## src/rtl/util_bfp_scaler.sv

```systemverilog
// Block-floating-point to fixed-point scaler: two-stage valid/ready pipeline with per-packet statistics.
// Define UTIL_BFP_SCALER_SAT_EN to saturate overflowing lanes; otherwise they wrap.

module util_bfp_scaler_lane #(
  parameter int SW           = 42,
  parameter int OUTPUT_WIDTH = 16,
  parameter int OUT_LSB      = 4
) (
  input  logic [SW-1:0]           shifted,
  input  logic                    invalid,
  output logic [OUTPUT_WIDTH-1:0] data,
  output logic                    ovf,
  output logic                    udf
);
  localparam int MSB = OUT_LSB + OUTPUT_WIDTH - 1;

  logic [SW-1-MSB:0] top;
  logic              ovf_raw;
  logic              udf_raw;

  // Output MSB plus everything above it must be pure sign extension.
  assign top     = shifted[SW-1:MSB];
  assign ovf_raw = ~((&top) | ~(|top));

  generate
    if (OUT_LSB > 0) begin : g_udf
      assign udf_raw = |shifted[OUT_LSB-1:0];
    end else begin : g_no_udf
      assign udf_raw = 1'b0;
    end
  endgenerate

`ifdef UTIL_BFP_SCALER_SAT_EN
  assign data = !ovf_raw      ? shifted[MSB:OUT_LSB] :
                shifted[SW-1] ? {1'b1, {(OUTPUT_WIDTH-1){1'b0}}} :
                                {1'b0, {(OUTPUT_WIDTH-1){1'b1}}};
`else
  assign data = shifted[MSB:OUT_LSB];
`endif

  assign ovf = ovf_raw | invalid;
  assign udf = udf_raw | invalid;
endmodule

module util_bfp_scaler #(
  parameter int LANES        = 2,
  parameter int INPUT_WIDTH  = 16,
  parameter int OUTPUT_WIDTH = 16,
  parameter int EXP_REF      = 4,
  parameter int MAX_SHIFT    = 25,
  parameter int OUT_LSB      = 4,
  parameter int EXP_MODE     = 1
) (
  input  logic                            clk,
  input  logic                            rst,
  input  logic                            din_valid,
  output logic                            din_ready,
  input  logic                            din_sop,
  input  logic                            din_eop,
  input  logic [LANES*INPUT_WIDTH-1:0]    din_data,
  input  logic [5:0]                      din_exp,
  input  logic [1:0]                      din_error,
  output logic                            dout_valid,
  input  logic                            dout_ready,
  output logic                            dout_sop,
  output logic                            dout_eop,
  output logic [1:0]                      dout_error,
  output logic [LANES*OUTPUT_WIDTH-1:0]   dout_data,
  output logic [LANES-1:0]                dout_overflow,
  output logic [LANES-1:0]                dout_underflow,
  output logic [5:0]                      dout_resolution,
  output logic                            dout_exp_invalid,
  output logic                            stat_valid,
  output logic [15:0]                     stat_ovf_cnt,
  output logic [15:0]                     stat_udf_cnt,
  output logic [5:0]                      stat_min_res
);
  localparam int SW      = INPUT_WIDTH + MAX_SHIFT + 1;
  localparam int RES_RST = (INPUT_WIDTH < OUTPUT_WIDTH) ? INPUT_WIDTH : OUTPUT_WIDTH;
  localparam int OMSB    = OUT_LSB + OUTPUT_WIDTH - 1;

  logic en, in_acc, out_acc;
  assign en        = dout_ready | ~dout_valid;
  assign din_ready = en;
  assign in_acc    = din_valid & en;
  assign out_acc   = dout_valid & dout_ready;

  // Exponent latched per packet (EXP_MODE=1); the SOP beat itself uses din_exp directly.
  logic [5:0] exp_q, eff_exp;
  always_ff @(posedge clk) begin
    if (rst)                  exp_q <= 6'(EXP_REF);
    else if (in_acc & din_sop) exp_q <= din_exp;
  end
  assign eff_exp = (EXP_MODE != 0 && !din_sop) ? exp_q : din_exp;

  int         sh_i, res_hi, res_lo, res_r;
  logic       sh_ok;
  logic [5:0] sh_amt, res_d;
  always_comb begin
    sh_i   = EXP_REF - int'($signed(eff_exp));
    sh_ok  = (sh_i >= 0) && (sh_i <= MAX_SHIFT);
    sh_amt = 6'(sh_i);
    res_hi = (sh_i + INPUT_WIDTH - 1 < OMSB) ? sh_i + INPUT_WIDTH - 1 : OMSB;
    res_lo = (sh_i > OUT_LSB) ? sh_i : OUT_LSB;
    res_r  = res_hi - res_lo + 1;
    res_d  = (sh_ok && res_r > 0) ? 6'(res_r) : 6'd0;
  end

  logic [LANES-1:0][SW-1:0] shf_d, s1_shf;
  for (genvar k = 0; k < LANES; k++) begin : g_shift
    logic [INPUT_WIDTH-1:0] x;
    assign x        = din_data[k*INPUT_WIDTH +: INPUT_WIDTH];
    assign shf_d[k] = sh_ok ? ({{(SW-INPUT_WIDTH){x[INPUT_WIDTH-1]}}, x} << sh_amt) : '0;
  end

  logic       s1_valid, s1_sop, s1_eop, s1_inv;
  logic [1:0] s1_err;
  logic [5:0] s1_res;
  always_ff @(posedge clk) begin
    if (rst) begin
      s1_valid <= 1'b0;
      s1_sop   <= 1'b0;
      s1_eop   <= 1'b0;
      s1_inv   <= 1'b0;
      s1_err   <= '0;
      s1_res   <= '0;
      s1_shf   <= '0;
    end else if (en) begin
      s1_valid <= din_valid;
      s1_sop   <= din_sop;
      s1_eop   <= din_eop;
      s1_inv   <= ~sh_ok;
      s1_err   <= din_error;
      s1_res   <= res_d;
      s1_shf   <= shf_d;
    end
  end

  logic [LANES-1:0][OUTPUT_WIDTH-1:0] lane_d;
  logic [LANES-1:0]                   ovf_d, udf_d;
  for (genvar k = 0; k < LANES; k++) begin : g_lane
    util_bfp_scaler_lane #(.SW(SW), .OUTPUT_WIDTH(OUTPUT_WIDTH), .OUT_LSB(OUT_LSB)) u_lane (
      .shifted (s1_shf[k]),
      .invalid (s1_inv),
      .data    (lane_d[k]),
      .ovf     (ovf_d[k]),
      .udf     (udf_d[k])
    );
  end

  always_ff @(posedge clk) begin
    if (rst) begin
      dout_valid       <= 1'b0;
      dout_sop         <= 1'b0;
      dout_eop         <= 1'b0;
      dout_error       <= '0;
      dout_data        <= '0;
      dout_overflow    <= '0;
      dout_underflow   <= '0;
      dout_exp_invalid <= 1'b0;
      dout_resolution  <= 6'(RES_RST);
    end else if (en) begin
      dout_valid       <= s1_valid;
      dout_sop         <= s1_sop;
      dout_eop         <= s1_eop;
      dout_error       <= s1_err;
      dout_data        <= lane_d;
      dout_overflow    <= ovf_d;
      dout_underflow   <= udf_d;
      dout_exp_invalid <= s1_inv;
      dout_resolution  <= s1_res;
    end
  end

  // Running packet statistics; SOP reloads so the SOP beat is counted from scratch.
  logic [15:0] acc_ovf, acc_udf, cur_ovf, cur_udf;
  logic [5:0]  acc_min, cur_min;
  logic        any_ovf, any_udf;
  assign any_ovf = |dout_overflow;
  assign any_udf = |dout_underflow;

  always_comb begin
    cur_ovf = dout_sop ? 16'(any_ovf) : (acc_ovf == 16'hFFFF) ? acc_ovf : acc_ovf + 16'(any_ovf);
    cur_udf = dout_sop ? 16'(any_udf) : (acc_udf == 16'hFFFF) ? acc_udf : acc_udf + 16'(any_udf);
    cur_min = (dout_sop || dout_resolution < acc_min) ? dout_resolution : acc_min;
  end

  always_ff @(posedge clk) begin
    if (rst) begin
      acc_ovf      <= '0;
      acc_udf      <= '0;
      acc_min      <= 6'd63;
      stat_valid   <= 1'b0;
      stat_ovf_cnt <= '0;
      stat_udf_cnt <= '0;
      stat_min_res <= 6'd63;
    end else begin
      stat_valid <= out_acc & dout_eop;
      if (out_acc) begin
        acc_ovf <= cur_ovf;
        acc_udf <= cur_udf;
        acc_min <= cur_min;
        if (dout_eop) begin
          stat_ovf_cnt <= cur_ovf;
          stat_udf_cnt <= cur_udf;
          stat_min_res <= cur_min;
        end
      end
    end
  end
endmodule

```

## config.mk

```make
export PLATFORM = sky130hd
export DESIGN_NAME = util_bfp_scaler
export DESIGN_NICKNAME = d
export VERILOG_FILES = /design/src/rtl/util_bfp_scaler.sv
export SDC_FILE = /design/constraint.sdc
export NUM_CORES = 1
export LEC_CHECK = 0
export CAP_MARGIN = 20
export CORE_MARGIN = 2
export CORE_UTILIZATION = 52
export DETAILED_ROUTE_END_ITERATION = 10
export PLACE_DENSITY_LB_ADDON = 0.25
export SLEW_MARGIN = 20
export SYNTH_ARGS = -nofsm -noshare
export SYNTH_HDL_FRONTEND = slang
export SYNTH_HIERARCHICAL = 1
export SYNTH_SLANG_ARGS = --single-unit
```

## constraint.sdc

```tcl
create_clock -name clk -period 7 [get_ports clk]
set_input_delay 1.4 -clock clk [delete_from_list [all_inputs] [get_ports clk]]
set_output_delay 1.4 -clock clk [all_outputs]
set_load 0.02 [all_outputs]
```

# == Word-level counts from Yosys, hierarchy flattened ==
# Cells that the tools add are included.
# word_totals
ff_bits,227
inputBits,46
elab_cells,82
# op_classes
addsub,7
order_cmp,6
n_eq_ne,2
shifts,2
muxes,11
bitwise,17
reduce_logical,12
# ops
operator,n
42-bit two-way mux,2
42-bit by 6-bit left shift with 42-bit output,2
16-bit two-way mux,4
32-bit two-way mux,2
23-bit AND reduction,2
23-bit OR reduction,2
16-bit by 1-bit adder with 16-bit output,2
"32-bit by 2-bit adder with 32-bit output, second input constant",1
"16-bit == test, second input constant",2
"32-bit by 1-bit > comparator with 1-bit output, second input constant",1
"32-bit by 6-bit < comparator with 1-bit output, second input constant",1
32-bit subtractor,1
6-bit two-way mux,3
"8-bit by 2-bit subtractor with 9-bit output, second input constant",1
"7-bit by 6-bit adder with 8-bit output, second input constant",1
4-bit OR reduction,2
"7-bit by 1-bit greater-or-equal comparator with 1-bit output, second input constant",1
"7-bit by 4-bit > comparator with 1-bit output, second input constant",1
"7-bit by 6-bit less-or-equal comparator with 1-bit output, second input constant",1
1-bit bitwise OR,7
"4-bit by 6-bit subtractor with 7-bit output, first input constant",1
6-bit < comparator,1
1-bit NOT,6
1-bit bitwise AND,4
other kinds (4),6

# == Depth between registers and ports, before layout ==
# logic_depth
word_depth,11
depth_mapped,29
depth_no_buf,26

# == Modules after synthesis ==
# The synthesis kept the hierarchy.
# by_module_without_submodules
mod,instances,cells_per_inst,area_per_inst_um2,seq_area_each_um2
util_bfp_scaler,1,1494,12084.1,4544.4
util_bfp_scaler_lane,2,35,237.7,0.0

# == Worst setup path before layout ==
# No wires, ideal clock.
# synth_timing
path_kind,in2reg
start,in din_sop
end,reg s1_res[0]
setup_ns,0.117
arrival_ns,7.282
required_ns,6.883
setup_slack_ns,-0.399
stages,28
n_path_buf,4
path_cell_list,buf_4 mux2i_4 buf_2 buf_1 ha_1 buf_2 a21oi_4 xnor2_1 or4_4 a311o_1 o211ai_2 a31oi_1 or2_1 ha_1 ha_1 fa_1 a21o_1 a21o_1 a21o_1 a21o_1 a21o_1 a21o_1 a22o_1 ha_1 a21oi_1 xnor2_1 nor2_2 a22o_1
# synth_via
elab_chain_cells,11
# synth_lines
element,line_no,source
"start, declared",58,"input logic din_sop,"
6-bit two-way mux *,94,assign eff_exp = (EXP_MODE != 0 && !din_sop) ? exp_q : din_exp;
4-bit by 6-bit subtractor with 7-bit output *,100,sh_i = EXP_REF - int'($signed(eff_exp));
7-bit by 6-bit adder with 8-bit output,103,res_hi = (sh_i + INPUT_WIDTH - 1 < OMSB) ? sh_i + INPUT_WIDTH - 1 : OMSB;
8-bit by 2-bit subtractor with 9-bit output,103,
32-bit by 6-bit < comparator with 1-bit output,103,
32-bit two-way mux,103,
32-bit subtractor,105,res_r = res_hi - res_lo + 1;
32-bit by 2-bit adder with 32-bit output,105,
32-bit by 1-bit > comparator with 1-bit output,106,res_d = (sh_ok && res_r > 0) ? 6'(res_r) : 6'd0;
1-bit logical AND,106,
6-bit two-way mux *,106,
"end signal, assigned",134,s1_res <= res_d;
"end, declared",118,logic [5:0] s1_res;
# Every way passes the cells marked *; elsewhere a longest branch is shown, timed or not.
# A chain may end at the register's enable or synchronous reset.

# == Worst setup path after layout ==
# Ends and elaborated chain as after synthesis.

==> results.py <==
metrics = {
    "global_route": {
        "antenna_found_initial": 0,
        "grt_max_degree": 86,
        "first_global_vias": 10432,
        "grt_first_pass_wirelength_um": 54700,
        "grtUsageTotal_pct": 25.6,
        "grt-ovfl-total": 0,
    },
    "yosys": {
        "synthArstFlopShare_pct": 0,
        "ys_seq_area_share_pct": 36.2,
        "yosys_warnings": 6,
        "synth_common_cells": "nand2_1 (250), dfxtp_1 (227), a21oi_1 (155), nor2_1 (129), mux2i_1 (92)",
        "synthFlopType": "dfxtp_1",
        "syn_avg_cell_area_um2": 8.03,
        "ys_ff_latch": 227,
        "synth.distinct_cells": 74,
        "yosysMostFrequentCell": "nand2_1",
        "synth_top_area_share_pct": 36.2,
        "yosys-top-cells-area": "dfxtp_1 (36%), nand2_1 (7.5%), mux2i_1 (7.3%), a21oi_1 (6.2%), nor2_1 (3.9%)",
        "yosys.area.top_type": "dfxtp_1",
        "synth_edf_count": 0,
        "synth_cells": 1564,
        "synth_area_um2": 12600,
    },
    "timing": {
        "fin_crit_sh_pct": 95.8,
        "period_minus_slack_ps": 6700,
        "setup_tns_ps": 0,
        "hold_ws_ps": 447,
        "drv_slew": 0,
        "finalHoldViolCount": 0,
        "max_slew_margin_pct": 39.0,
        "worst_pin_slew_ps": 915,
        "finClkSkew_ps": 14.0,
        "max_freq_ghz": 0.149,
        "rsz0062_at_grt": "no",
        "finalSetupViolCount": 0,
    },
    "die": {
        "num_rows": 56,
        "core_area_um2": 23600,
        "ios": 134,
        "die_x_um": 159,
        "die_h_um": 159,
        "initial_core_util_pct": 53.2,
        "die-area_um2": 25400,
    },
    "setup_path": {
        "required_ps": 7400,
        "worstPathArrival_ps": 7100,
        "reg2reg_to": "s1_res[0]$_SDFFE_PP0N_",
        "crit_path_end_kind": "register",
        "worstSetupPathType": "in2reg",
        "r2r-start": "exp_q[2]$_SDFFE_PP1P_",
        "critPathMaxFanout": 7,
        "rrSetupSlack_ps": 1480,
        "rr_worst_depth": 25,
        "start_kind": "input pin",
    },
    "route": {
        "drc": 0,
        "drtAntennaViolNets": 0,
        "num_vias": 11471,
        "drtPass1Iterations": 6,
        "drt-initial-drc-count": 1142,
        "via_per_inst": 5.87,
        "wl_per_cell_um": 17.3,
        "wl_um": 33900,
    },
    "clock_tree": {
        "root_buffer": "clkbuf_16",
        "cts_resized": 0,
        "clock_latency_ps": 520,
        "ctsHtreeMaxLevel": 1,
        "cts_max_path_buffers": 3,
        "ctsHoldBuffers": 0,
        "cts_setup_buffers": 0,
        "cts_made_buffers": 25,
        "clkSlewWorstSetupHoldPaths_ps": 60,
        "cts_tree": "yes",
        "clock_sinks": 227,
    },
    "worst_hold_path": {
        "hp-start": "stat_ovf_cnt[8]$_SDFFE_PP0P_",
        "whs_endpoint": "stat_ovf_cnt[8]$_SDFFE_PP0P_",
        "worst_hold_path.num_cells": 2,
        "hold_path.class": "reg2reg",
    },
    "placed_design": {
        "post-place-cells": 1910,
        "port_buffers": 133,
        "dp_hpwl_um": 24300,
        "place_congestion": 0.938,
    },
    "outcome": {
        "status": "completed",
    },
    "final_layout": {
        "num_antenna_cells": 0,
        "fin_cells": 1954,
        "drive_above_1_share_pct": 8.26,
        "nets": 1699,
        "utilization_pct": 62.5,
        "syn_to_final_growth_pct": 17.6,
    },
    "pwr": {
        "power_density_nw_per_um2": 248,
        "leakagePower_uw": 0.00560,
        "vdd_drop_max_v": 0.000154,
    },
    "run": {
        "max_cap_violations": 0,
    },
}
## registers in the layout, summed over array words and instances (netlist names), 2 cells and up
name             flops
acc_min              6
acc_ovf             16
acc_udf             16
dout_data           32
dout_error           2
dout_overflow        2
dout_resolution      6
dout_underflow       2
exp_q                6
s1_err               2
s1_res               6
s1_shf              84
stat_min_res         6
stat_ovf_cnt        16
stat_udf_cnt        16
## critical path, cell delays in order
cell	delay (ps)
clkdlybuf4s50_1	470
buf_6	150
mux2i_4	260
inv_2	60
ha_1	210
a21oi_4	200
xnor2_2	90
or4_4	540
a311o_1	380
o211ai_2	170
a31oi_1	90
or2_1	230
ha_1	200
ha_1	210
fa_1	400
a21o_1	210
a21o_1	190
a21o_1	170
a21o_1	170
a21o_1	170
a21o_1	170
a22o_1	200
ha_1	170
a21oi_1	140
xnor2_1	150
nor2_2	90
a22o_1	200
## worst max path at each step
stage                     startpoint                     end  slack [ps]  depth (start not counted)
after floorplan              din_sop  s1_res[0]$_SDFFE_PP0N_           5                         28
after global placement       din_sop  s1_res[5]$_SDFFE_PP0N_         -90                         27
after detailed placement     din_sop  s1_res[3]$_SDFFE_PP0N_        -240                         27
after CTS                    din_sop  s1_res[3]$_SDFFE_PP0N_         290                         27
after global routing         din_sop  s1_res[5]$_SDFFE_PP0N_          20                         27
final                        din_sop  s1_res[0]$_SDFFE_PP0N_         300                         27
## stage by stage
stage	total power [uW]	area, um^2	setup WS (ps)
final	3670	14800	295
after global routing	3810	14800	22.1
after CTS	3660	14800	289
after detailed placement	2370	13900	-242
after global placement	2350	13900	-87.4
after floorplan	2070	12600	5.23
## cell families (layout without fill, tap and decap cells)
family	count (synthesis)	in the layout	synth area share, %
AO/OA/AOI/OAI	412	412	20.7
AND/OR/NAND/NOR	557	557	19.8
other	2	4	0.0598
flip-flops	227	227	36.2
buffers and inverters	173	242	6.35
multiplexers	123	123	10.8
adder cells (fa/ha/maj)	35	35	3.55
XOR/XNOR	35	35	2.59
## layout make-up
type / count / area, um^2
fillers: 2142 / 8850
multi-input cells: 1166 / 7290
flip-flops and latches: 227 / 4540
repair buffers: 171 / 1620
clock buffers: 35 / 703
well taps: 319 / 399
clock inverters: 9 / 111
inverters: 27 / 101
## power breakdown
part,total (uW),internal (uW),switching (uW)
combinational,968,381,587
clock,1300,776,526
sequential,1400,1350,49.2
total,3670,2500,1160
## cells in the final DEF (no fill, tap or decap), types with 7 or more instances in the layout
cell	synthesis	routed
dfxtp_1	227	227
or3_1	8	8
mux2i_1	92	92
nand4_1	20	20
a31oi_1	13	13
clkbuf_16	0	25
and3_1	11	11
ha_1	34	33
buf_4	34	38
nand3_1	35	35
xnor2_1	17	14
a21oi_1	155	155
nor3_1	41	41
a32o_1	7	7
nor2_1	129	127
o21ai_0	56	56
o21ai_1	30	30
inv_1	25	24
mux2_2	21	21
nor4_1	15	15
xor2_1	17	15
o211ai_1	12	12
a22oi_1	33	33
nand2b_1	13	13
a21o_1	22	22
a22o_1	16	16
nand2_1	250	250
clkdlybuf4s50_1	0	132
a211oi_1	13	13
## metal layers
metal | part of all wire, % | vias to the layer above | track usage (%)
met5 | 0 | - | 0
met4 | 2.0 | 0 | 6.07
met3 | 8.1 | 53 | 3.91
met2 | 43 | 410 | 39.1
met1 | 47 | 5358 | 37.8
li1 | - | 5650 | -
(Power assumes the default switching activity.)
